$ cat src/rtl/pwm_meter_pkg.sv
// Shared types and constants for the PWM duty meter: divider states,
// 7-segment digit patterns and scaling constants.
package pwm_meter_pkg;

  typedef enum logic [1:0] {
    ST_IDLE,
    ST_DIV,
    ST_DONE
  } div_state_t;

  localparam int DUTY_SCALE = 10;
  localparam int SEG_DP_BIT = 7;

  // Segment order g..a, active-high.
  localparam logic [6:0] SEG_0 = 7'h3F;
  localparam logic [6:0] SEG_1 = 7'h06;
  localparam logic [6:0] SEG_2 = 7'h5B;
  localparam logic [6:0] SEG_3 = 7'h4F;
  localparam logic [6:0] SEG_4 = 7'h66;
  localparam logic [6:0] SEG_5 = 7'h6D;
  localparam logic [6:0] SEG_6 = 7'h7D;
  localparam logic [6:0] SEG_7 = 7'h07;
  localparam logic [6:0] SEG_8 = 7'h7F;
  localparam logic [6:0] SEG_9 = 7'h6F;
  localparam logic [6:0] SEG_F = 7'h71;

endpackage

$ cat src/rtl/seg7_decode.sv
// Combinational 7-segment decoder: 0-9 as digits, 10 as "F", anything else blank.
module seg7_decode
  import pwm_meter_pkg::*;
(
  input  logic [3:0] value,
  output logic [6:0] seg
);

  always_comb begin
    // NOTE: every output of a combinational block gets a value on every path
    // (here via the default arm), otherwise synthesis infers a latch.
    case (value)
      4'd0:    seg = SEG_0;
      4'd1:    seg = SEG_1;
      4'd2:    seg = SEG_2;
      4'd3:    seg = SEG_3;
      4'd4:    seg = SEG_4;
      4'd5:    seg = SEG_5;
      4'd6:    seg = SEG_6;
      4'd7:    seg = SEG_7;
      4'd8:    seg = SEG_8;
      4'd9:    seg = SEG_9;
      4'd10:   seg = SEG_F;
      default: seg = 7'h00;
    endcase
  end

endmodule

$ cat src/rtl/pwm_duty_meter.sv
// Measures high time and period of a PWM input, detects stuck levels by
// timeout, and converts duty to tenths for a 7-segment display.
module pwm_duty_meter
  import pwm_meter_pkg::*;
#(
  parameter int CNT_W      = 8,
  parameter int MAX_PERIOD = 255
) (
  input  logic             clk,
  input  logic             rst_n,
  input  logic             pwm_in,
  output logic [CNT_W-1:0] high_cnt,
  output logic [CNT_W-1:0] period_cnt,
  output logic             meas_valid,
  output logic             stuck,
  output logic [3:0]       duty_tenths,
  output logic             duty_valid,
  output logic             busy,
  output logic [7:0]       seg
);

  localparam int REM_W = CNT_W + 4;
  // The timeout fires on the edge that would take per to MAX_PERIOD, so a
  // constant input reports exactly every MAX_PERIOD cycles.
  localparam logic [CNT_W-1:0] TIMEOUT_AT = CNT_W'(MAX_PERIOD - 1);

  logic             s, s_d, rise;
  logic [CNT_W-1:0] per, hi;
  logic             armed, stuck_lvl;

  div_state_t       state;
  logic [REM_W-1:0] rem;
  logic [CNT_W-1:0] divisor;
  logic [3:0]       q;
  logic [6:0]       seg_next;

  assign rise = s & ~s_d;

  // Edge detector, period/high counters and stuck timeout.
  always_ff @(posedge clk) begin
    // NOTE: clocked state uses non-blocking (<=) so every register samples
    // pre-edge values; blocking here would create ordering-dependent races.
    if (!rst_n) begin
      s          <= 1'b0;
      s_d        <= 1'b0;
      per        <= '0;
      hi         <= '0;
      armed      <= 1'b0;
      high_cnt   <= '0;
      period_cnt <= '0;
      stuck      <= 1'b0;
      stuck_lvl  <= 1'b0;
      meas_valid <= 1'b0;
    end else begin
      s          <= pwm_in;
      s_d        <= s;
      meas_valid <= 1'b0;
      if (rise) begin
        // A partial period seen while unarmed is discarded.
        if (armed) begin
          period_cnt <= per;
          high_cnt   <= hi;
          stuck      <= 1'b0;
          meas_valid <= 1'b1;
        end
        per   <= CNT_W'(1);
        hi    <= CNT_W'(1);
        armed <= 1'b1;
      end else if (per == TIMEOUT_AT) begin
        period_cnt <= '0;
        high_cnt   <= '0;
        stuck      <= 1'b1;
        stuck_lvl  <= s;
        meas_valid <= 1'b1;
        per        <= '0;
        hi         <= '0;
        armed      <= 1'b0;
      end else begin
        per <= per + CNT_W'(1);
        hi  <= hi + CNT_W'(s);
      end
    end
  end

  seg7_decode u_seg7_decode (
    .value (q),
    .seg   (seg_next)
  );

  // Restoring divider: high*10 / period by repeated subtraction. The divisor
  // is latched so raw outputs updating mid-division cannot corrupt it.
  always_ff @(posedge clk) begin
    if (!rst_n) begin
      state       <= ST_IDLE;
      rem         <= '0;
      divisor     <= '0;
      q           <= '0;
      busy        <= 1'b0;
      duty_tenths <= '0;
      duty_valid  <= 1'b0;
      seg         <= '0;
    end else begin
      duty_valid <= 1'b0;
      case (state)
        ST_IDLE: begin
          if (meas_valid) begin
            if (stuck) begin
              q     <= stuck_lvl ? 4'(DUTY_SCALE) : 4'd0;
              state <= ST_DONE;
            end else begin
              rem     <= REM_W'(high_cnt) * REM_W'(DUTY_SCALE);
              divisor <= period_cnt;
              q       <= '0;
              busy    <= 1'b1;
              state   <= ST_DIV;
            end
          end
        end
        ST_DIV: begin
          if (rem >= REM_W'(divisor)) begin
            rem <= rem - REM_W'(divisor);
            q   <= q + 4'd1;
          end else begin
            busy  <= 1'b0;
            state <= ST_DONE;
          end
        end
        ST_DONE: begin
          duty_tenths     <= q;
          duty_valid      <= 1'b1;
          seg[6:0]        <= seg_next;
          seg[SEG_DP_BIT] <= stuck;
          state           <= ST_IDLE;
        end
        default: begin
          busy  <= 1'b0;
          state <= ST_IDLE;
        end
      endcase
    end
  end

endmodule

$ cat config.mk
export PLATFORM = sky130hd
export DESIGN_NAME = pwm_duty_meter
export DESIGN_NICKNAME = d
export VERILOG_FILES = /design/src/rtl/pwm_meter_pkg.sv /design/src/rtl/seg7_decode.sv /design/src/rtl/pwm_duty_meter.sv
export SDC_FILE = /design/constraint.sdc
export NUM_CORES = 1
export LEC_CHECK = 0
export CORE_MARGIN = 1.5
export CORE_UTILIZATION = 58
export CTS_CLUSTER_DIAMETER = 100
export DETAILED_ROUTE_END_ITERATION = 10
export MAX_ROUTING_LAYER = met4
export PLACE_DENSITY = 0.81
export SYNTH_ARGS = -nofsm -noshare
export SYNTH_HDL_FRONTEND = slang
export SYNTH_SLANG_ARGS = --single-unit
$ cat constraint.sdc
create_clock -name clk -period 2.54 [get_ports clk]
set_input_delay 0.508 -clock clk [delete_from_list [all_inputs] [get_ports clk]]
set_output_delay 0.508 -clock clk [all_outputs]
set_load 0.01 [all_outputs]
# After elaboration in Yosys (flattened, before gate mapping)
# Memories as Yosys holds them, arrays and structs flattened. A register that Yosys moved wholly into a read port is not among the register bits.
# Cells that the tools add are included.
# classes
n_eq_ne,8
n_reduce_logical,12
n_mux,35
mul,1
order_cmp,1
bitwise,6
add_sub_neg,4
# ops
operator,count
two-way mux 8 bit,5
two-way mux 12 bit,3
one-hot mux 12 bit (2 select lines),1
two-way mux 1 bit,16
two-way mux 4 bit,4
greater-or-equal comparator 12 x 8 -> 1 bit,1
subtractor 12 x 8 -> 12 bit,1
multiplier 8 x 3 -> 11 bit (second input constant),1
adder 8 x 1 -> 8 bit,1
adder 8 x 1 -> 8 bit (second input constant),1
equality test 8 bit (second input constant),1
inequality test 2 bit (second input constant),4
one-hot mux 4 bit (2 select lines),1
AND reduction 4 bit,2
two-way mux 2 bit,3
AND reduction 2 bit,3
AND reduction 3 bit,2
NOT 1 bit,5
adder 4 x 1 -> 4 bit (second input constant),1
one-hot mux 2 bit (2 select lines),1
nonzero test 2 bit,2
one-hot mux 1 bit (3 select lines),1
OR reduction 3 bit,1
equality test 2 x 1 -> 1 bit (second input constant),1
5 further kinds,5
# totals
n_memories,1
out_inout_bits,32
regBits,78
mem_bits_ro,112
input_bits,3
# mem_list
name,words,word_bits,rd,rd_clocked_by_memory_dff,write_ports,line_no,text
(name not given),16,7,1,1,0,seg7_decode.sv:12,case (value)

# Longest topological paths before layout
# Gate-level depths: netlist (run 1).
# depth
depth_word,4
depth_mapped,10
depth_no_buf,9

# By module
# Synthesis (run 1) repeated with hierarchy kept, for this count alone.
# hier_totals
cells_unflattened,467
hier_area_um2,4117.7
# modules_own_cells
mod,seq_area_each_um2,cells_per_inst,area_per_inst_um2,n_inst
pwm_duty_meter,1561.5,435,3893.7,1
seg7_decode,0.0,32,224.0,1

# Worst setup path before layout (run 1)
# OpenSTA, ideal clock, no wires.
# synth_timing
kind,register to register
startpoint,register rem[0]
endpoint,register rem[9]
stages_incl_launch_ff,11
path_buffers,1
arrival_time_ps,2116
period_less_slack_ps,2232
path_slack_ps,308
path_cell_list,dfxtp_1 -> inv_1 -> ha_1 -> fa_1 -> nand2b_1 -> a21oi_2 -> a2111oi_4 -> nor3_2 -> buf_6 -> a21oi_1 -> a31o_2
# synth_via
elab_chain_cells,3
word_cells_on_any_way,6
cone_classes,1 x add/sub; 1 x order compare; 1 x eq/ne; 2 x mux; 1 x reduce/logical
# synth_rtl
element,line_no,text
from (decl),pwm_duty_meter.sv:32,logic [REM_W-1:0] rem;
from (signal assigned),pwm_duty_meter.sv:111,rem <= REM_W'(high_cnt) * REM_W'(DUTY_SCALE);
from (signal assigned),pwm_duty_meter.sv:121,rem <= rem - REM_W'(divisor);
subtractor 12 x 8 -> 12 bit or greater-or-equal comparator 12 x 8 -> 1 bit (tied branches),"pwm_duty_meter.sv:121, pwm_duty_meter.sv:120",
two-way mux 12 bit or inequality test 2 bit (tied branches),--,
one-hot mux 12 bit (2 select lines) or AND reduction 4 bit (tied branches),--,
# Several ways; a longest one is shown, not always the timed one. The select of a mux whose other input is x is not followed.
# A chain may end at the register's enable or synchronous reset.

# Worst setup path in the final report (run 1)
# layout_timing
startpoint,register high_cnt[5]
endpoint,register rem[11]
# layout_via
elab_chain_cells,4
# layout_rtl
element,line_no,text
from (decl),pwm_duty_meter.sv:12,"output logic [CNT_W-1:0] high_cnt,"
from (signal assigned),pwm_duty_meter.sv:62,high_cnt <= hi;
multiplier 8 x 3 -> 11 bit,pwm_duty_meter.sv:111,
two-way mux 12 bit,pwm_duty_meter.sv:107,if (stuck) begin
two-way mux 12 bit,pwm_duty_meter.sv:106,if (meas_valid) begin
one-hot mux 12 bit (2 select lines),pwm_duty_meter.sv:104,case (state)
# Every way passes these cells. The select of a mux whose other input is x is not followed.

==> results of run 1 <==
## power by group through the flow
stage               clock network (mW)  registers (mW)  logic [mW]
floorplan                            0            1.28       0.123
global placement                     0            1.28       0.157
detailed placement                   0            1.28       0.162
CTS                               1.31            1.25       0.164
global route                      1.36            1.25       0.182
finish                            1.30            1.25       0.165
## per-layer routing
metal | global-route usage (%) | vias to the layer above | share of wire (%)
met1 | 35.4 | 1648 | 47
met4 | 8.21 | 0 | 1.2
met3 | 3.62 | 13 | 3.7
met2 | 43.6 | 77 | 48
li1 | - | 1724 | -
met5 | - | - | 0
## worst max-delay path, cell delays in order (launching register included)
cell and delay [ns]:
dfxtp_1 0.43, ha_1 0.28, ha_1 0.35, o21ai_0 0.10, o21bai_1 0.19, a211oi_1 0.10
nor4b_1 0.50, o21ai_0 0.17, a21oi_1 0.17
## per-stage QoR
step / hold slack (ns) / utilization [%]
global placement: 0.444 / 66.2
detailed placement: 0.447 / 66.2
global route: 0.478 / 70.3
CTS: 0.457 / 70.3
finish: 0.458 / 70.3
floorplan: 0.436 / -
## flip-flops by register name (all words and copies together), names as in the netlist, 2 cells and up
name         cells
high_cnt         8
duty_tenths      4
rem             12
seg              8
period_cnt       8
hi               8
divisor          8
state            2
per              8
q                4
## how the worst max path moves through the flow
stage	startpoint	to	slack, ns	cells after the start
after floorplan	rem[0]$_SDFFE_PN0P_	rem[9]$_SDFFE_PN0P_	0.31	10
after global placement	rem[0]$_SDFFE_PN0P_	rem[9]$_SDFFE_PN0P_	0.25	10
after detailed placement	rem[0]$_SDFFE_PN0P_	rem[9]$_SDFFE_PN0P_	0.19	10
after CTS	divisor[1]$_SDFFE_PN0P_	rem[11]$_SDFFE_PN0P_	0.19	8
after global routing	rem[0]$_SDFFE_PN0P_	rem[9]$_SDFFE_PN0P_	0.03	10
final	high_cnt[5]$_SDFFE_PN0P_	rem[11]$_SDFFE_PN0P_	0.19	8
## area by class of cell
cell class	instances	area, um2
Clock buffer	9	124
Clock inverter	6	159
Fill cell	549	2020
Inverter	22	82.6
Multi-Input combinational cell	345	2270
Sequential cell	78	1560
Tap cell	96	120
Timing Repair Buffer	50	460
## cell families (layout without fill, tap and decap cells)
logic type                 after synthesis  count (layout)  share of synthesized area, %
AOI/OAI and AO/OA                      118             118                          20.3
xor gates and xnor gates                18              18                          3.88
adders and majority gates               33              33                          10.5
buffers and inverters                   48              87                          5.67
DFF                                     78              78                          38.4
muxes                                    5               5                          1.23
and+or+nand+nor                        171             171                          19.9
## Yosys cell counts (2+ instances only)
| master | count | area (um2) |
|---|---|---|
| a311oi_1 | 2 | 17.5 |
| xor2_1 | 12 | 105 |
| a211oi_1 | 3 | 22.5 |
| mux2i_1 | 5 | 50.1 |
| nand2_1 | 54 | 203 |
| or3_1 | 3 | 18.8 |
| ha_1 | 31 | 388 |
| clkbuf_1 | 18 | 67.6 |
| o21ai_0 | 18 | 90.1 |
| a21oi_1 | 35 | 175 |
| a21boi_0 | 4 | 30.0 |
| xnor2_1 | 6 | 52.6 |
| nand2b_1 | 3 | 18.8 |
| a41oi_1 | 2 | 17.5 |
| o21a_1 | 3 | 22.5 |
| o31ai_1 | 2 | 15.0 |
| o22ai_1 | 2 | 12.5 |
| nor3_1 | 8 | 40.0 |
| nor4_1 | 2 | 12.5 |
| and2_1 | 4 | 25.0 |
| nor3b_1 | 2 | 15.0 |
| nand3_1 | 18 | 90.1 |
| a22oi_1 | 16 | 120 |
| dfxtp_1 | 78 | 1560 |
| or4_1 | 2 | 15.0 |
| nor2_1 | 45 | 169 |
| inv_1 | 21 | 78.8 |
| o211a_1 | 6 | 60.1 |
| nor2b_1 | 17 | 106 |
| buf_6 | 6 | 67.6 |
| fa_1 | 2 | 40.0 |
| nand4_1 | 3 | 18.8 |
| o221ai_1 | 2 | 17.5 |
| a21o_1 | 3 | 22.5 |
| a31oi_1 | 4 | 25.0 |
| and3_1 | 3 | 18.8 |
==> results.md, run 1 <==
* Outcome: finished, final reports clean
* Crit path launch type: flip-flop
* # Post-CTS Setup Buffers at 0
* GP Congestion at 0.916
* # rows at 30
* CTS Buf Count at 9
* Via count at 3462
* Post-DP HPWL at 6.33 mm
* Die Wd at 86.7 um
* Worst Path Max Fanout at 4
* Synthesized flop and latch total at 78
* Final Hold Fails at 0
* Area Overhead vs Synth at 17.6%
* Clock group share of total power at 47.9%
* Buffers on Ports at 34
* CTS root buf: clkbuf_8
* Slew HR at 65.0%
* Setup Skew at 0.0112 ns
* Post-Layout Cell Count at 606
* Bufs on Longest Clock Path at 2
* Core area at 6790 um2
* Die ar. at 7510 um2
* Post-Route WL at 9.19 mm
* Post-synth ARST share at 0%
* Post-synth EDFFs at 0
* Net switching power at 564 uW
* Lkg Pwr at 1.87 nW
* Pwr Density at 569 nW/um2
* Highest clock rate at 425 MHz
* Critical path arrival at 2.62 ns
* Gate Count Post-Synth at 471
* Max_cap viols at 0
* Commonest cells after routing, fill and taps aside: dfxtp_1 (78), nand2_1 (54), nor2_1 (45), a21oi_1 (35), clkdlybuf4s50_1 (34)
* Switching share of power at 20.8%
* Max H-tree Level at 3
* Number of DRC markers in iteration 0 at 255
* Initial Utilization at 59.8%
* Antenna Nets Post-Route at 0
* Syn Nets at 507
* Setup TNS at 0 ns
* Avg Inst Size Synth at 8.62 um2
* Worst-Margin Slew at 0.518 ns
* Top FF cell, synth: dfxtp_1
* Peak supply drop at 357 uV
* Final slew viol count at 0
* Combinational share of power at 6.1%
* Post-route cell area at 4780 um2
* Clk_lat worst skew at 0.34 ns
* Min-Delay Path Class: reg -> reg
* Ports at 35
* Worst r2r path cells at 8
* Initial DRT Pass Iterations at 5
* Clock-pin transition on the worst setup and hold timing paths at 0.07 ns
* Die height at 86.7 um
* CP Capture Type: flip-flop
* Largest net degree at the start of global routing at 29
* Worst slack at placement at 0.194 ns
* # clock sinks at 78
* Fin crit period at 2.35 ns
* Capture point of the worst reg-to-reg path: rem[11]$_SDFFE_PN0P_
* Final worst path period share at 92.6%
* # diodes at 0
* RSZ-0062 raised after global routing: false
* Post-Synthesis Cell Area at 4060 um2
* Int Pwr at 2.15 mW
* CTS Hold Bufs at 0
* Placement Cell Area at 4490 um2
* Reg power frac at 46.1%
* First-pass GRT wire length at 15.6 mm
* CTS tree: done
* Seq/Total Area, Yosys at 38.4%
* FF-to-FF Start: high_cnt[5]$_SDFFE_PN0P_
* Layout cell share with drive strength beyond 1 at 8.24%
* Number of synthesis warnings at 0
* Tot Pwr at 2.72 mW
* Hold Path End: armed$_SDFFE_PN0P_
* Setup CP Type: reg -> reg
* Grt ovf at 0
* CTS resizes at 0
* Gr usage total at 27.0%
* Critical Path RT at 2.81 ns
* Placed cell count at 591
* Final #Nets at 542
* Average wire per standard cell at 15.2 um
* Antenna violations before repair at 0
* HP Start: armed$_SDFFE_PN0P_
* Slack of the critical path at 0.189 ns
* Drt drc at 0
* Hold Path Depth at 2
* Worst R2R Setup Slack at 0.19 ns
* Endpoints failing setup at 0
* Vias in the first global route at 3240
* Synth cell types at 62
* Via density at 5.71
* Commonest non-fill, non-tap cell in the layout: dfxtp_1
Power figures use the tool's default switching activity.
==> run 2, diff against run 1 <==
CORE_UTILIZATION = 45   (was 58)
PLACE_DENSITY = 0.66   (was 0.81)
==> run 2 against run 1 <==
  * Global-route usage is 6.3 points lower
  * Clock skew is 0.0030 ns lower
  * Total power decreased by 6.5%
  * Combinational power is essentially flat
  * Hold slack better by 0.0030 ns
  * First-iteration DRC count decreased by 44%
  * Register-to-register slack worse by 0.02 ns
  * Final cell count rose by 2.0%
  * Count of clock-buffer cells in the layout is 1 higher
  * Maximum frequency shrank 0.85%
  * Utilization fell by 16 points
  * Largest power group is now registers
==> results.md, run 2 (synthesis results as in run 1) <==
* Outcome: finished, final reports clean
* Max H-tree Level at 3 (unchanged)
* Worst-Margin Slew at 0.666 ns (+0.148 ns)
* Critical Path RT at 2.77 ns (-0.04 ns)
* Vias in the first global route at 3195 (-1.4%)
* Multi-input logic area at 2270 um2 (unchanged)
* Grt ovf at 0 (unchanged)
* FF-to-FF Start: divisor[1]$_SDFFE_PN0P_
* Capture point of the worst reg-to-reg path: rem[11]$_SDFFE_PN0P_
* # diodes at 0 (unchanged)
* Initial DRT Pass Iterations at 4 (-1)
* Slew HR at 55.6% (-9.4 points)
* Die ar. at 9600 um2 (+28%)
* Buffers on Ports at 34 (unchanged)
* Min-Delay Path Class: reg -> reg
* GP Congestion at 0.878 (-4.2%)
* Placed cell count at 603 (+2.0%)
* Peak supply drop at 399 uV (+12%)
* Highest clock rate at 422 MHz (-0.85%)
* Pwr Density at 534 nW/um2 (-6.1%)
* Final Hold Fails at 0 (unchanged)
* Largest delay share family, worst path: compound AO/OA/AOI/OAI gates
* Core area at 8720 um2 (+28%)
* RSZ-0062 raised after global routing: false
* Worst path max stage delay at 0.40 ns (-0.10 ns)
* Number of DRC markers in iteration 0 at 143 (-44%)
* Area Overhead vs Synth at 17.1%
* Drt drc at 0 (unchanged)
* Slack of the critical path at 0.168 ns (-0.0202 ns)
* Worst r2r path cells at 8 (unchanged)
* Critical path arrival at 2.60 ns (-0.02 ns)
* Ports at 35 (unchanged)
* Antenna violations before repair at 0 (unchanged)
* Via density at 5.49 (-4.0%)
* Final worst path period share at 93.4% (+0.79 points)
* Largest net degree at the start of global routing at 28 (-3.4%)
* Hold Path End: seg[7]$_SDFFE_PN0P_
* CTS Buf Count at 9 (unchanged)
* CTS resizes at 0 (unchanged)
* Initial Utilization at 46.6% (-13 points)
* First-pass GRT wire length at 15.7 mm (+0.80%)
* CP Capture Type: flip-flop
* Layout cell share with drive strength beyond 1 at 8.04% (-0.20 points)
* Largest register FFs at 12 (unchanged)
* Final slew viol count at 0 (unchanged)
* Sequential cell area at 1560 um2 (unchanged)
* Endpoints failing setup at 0 (unchanged)
* Setup Skew at 0.00815 ns (-0.00305 ns)
* Lkg Pwr at 1.85 nW (-0.99%)
* WP depth at 8 (unchanged)
* HP Start: seg[7]$_SDFFE_PN0P_
* Average wire per standard cell at 14.8 um (-2.2%)
* Setup TNS at 0 ns (unchanged)
* CTS root buf: clkbuf_8
* CTS Hold Bufs at 0 (unchanged)
* Final #Nets at 542 (unchanged)
* Die height at 98 um (+13%)
* Largest Register: rem
* Worst slack at placement at 0.166 ns (-0.0274 ns)
* Max_cap viols at 0 (unchanged)
* Clock-pin transition on the worst setup and hold timing paths at 0.08 ns (about the same)
* Worst Path Max Fanout at 4 (unchanged)
* Slowest-stage cell, CP: dfxtp_1
* Critical Path Start: divisor[1]$_SDFFE_PN0P_
* Post-Layout Cell Count at 618 (+2.0%)
* Buffers plus inverters on the worst setup path at 1 (+1)
* Setup CP Type: reg -> reg
* Antenna Nets Post-Route at 0 (unchanged)
* Commonest non-fill, non-tap cell in the layout: dfxtp_1
* CTS tree: done
* Gr usage total at 20.7% (-6.3 points)
* Commonest cells after routing, fill and taps aside: dfxtp_1 (78), nand2_1 (54), nor2_1 (45), a21oi_1 (35), clkdlybuf4s50_1 (34)
* Worst R2R Setup Slack at 0.17 ns (-0.02 ns)
* Fin Hold WS at 0.461 ns (+0.00300 ns)
* Die Wd at 98 um (+13%)
* # rows at 34 (+13%)
* Post-Route WL at 9.17 mm (-0.25%)
* Crit path launch type: flip-flop
* Bufs on Longest Clock Path at 2 (unchanged)
* Hold Path Depth at 2 (unchanged)
* # clock sinks at 78 (unchanged)
* # fillers at 808 (+47%)
* Post-DP HPWL at 6.50 mm (+2.7%)
* Via count at 3390 (-2.1%)
* Fin crit period at 2.37 ns (+0.0202 ns)
* Tot Pwr at 2.54 mW (-6.5%)
* Clk_lat worst skew at 0.36 ns (+0.02 ns)
* # Post-CTS Setup Buffers at 0 (unchanged)
* Worst path cell trace: inv_1 -> ha_1 -> nor2b_1 -> o31a_2 -> o211a_1 -> or3b_1 -> o311ai_0 -> a21oi_1
run 2: cell count changes in the layout (fill, tap and decap cells not counted), sizes merged:
cell,change
inv,+1
bufinv,-2
clkbuf,+1
run 2: where the power goes:
part           total (mW)  switching (mW)  internal [mW]
clock network        1.12           0.471          0.653
logic               0.164          0.0961         0.0677
registers            1.25          0.0154           1.24
run 2: worst max-delay path by stage:
| stage | endpoint | slack [ns] |
|---|---|---|
| after CTS | rem[11]$_SDFFE_PN0P_ | 0.16 |
| after global routing | rem[11]$_SDFFE_PN0P_ | 0.04 |
| after floorplan | rem[9]$_SDFFE_PN0P_ | 0.31 |
| after detailed placement | rem[11]$_SDFFE_PN0P_ | 0.17 |
| final | rem[11]$_SDFFE_PN0P_ | 0.17 |
| after global placement | rem[10]$_SDFFE_PN0P_ | 0.25 |
run 2: metal layers:
layer | global-route usage (%) | up-vias | part of all wire [%]
met1 | 27.7 | 1585 | 49
met3 | 3.94 | 9 | 4.3
met5 | - | - | 0
li1 | - | 1733 | -
met2 | 31.1 | 63 | 45
met4 | 7.58 | 0 | 1.5
run 2: area by class of cell:
type	instances	share of cell area [%]
clock buffer	10	2.68
inverter	22	1.74
multi-input combinational	345	47.7
timing repair buffer	50	9.94
tap	108	2.84
clock inverter	5	2.26
sequential	78	32.8
run 2: per-stage QoR:
step	instance area [um2]	util (%)
final	4760	54.5
after global routing	4760	54.5
after CTS	4760	54.5
after detailed placement	4520	51.9
after global placement	4520	51.9
after floorplan	4060	-
run 2: worst min-delay path, stage by stage, from the launching register on:
cell and delay (ns):
dfxtp_1 0.32, nand2_1 0.05, a21oi_1 0.05
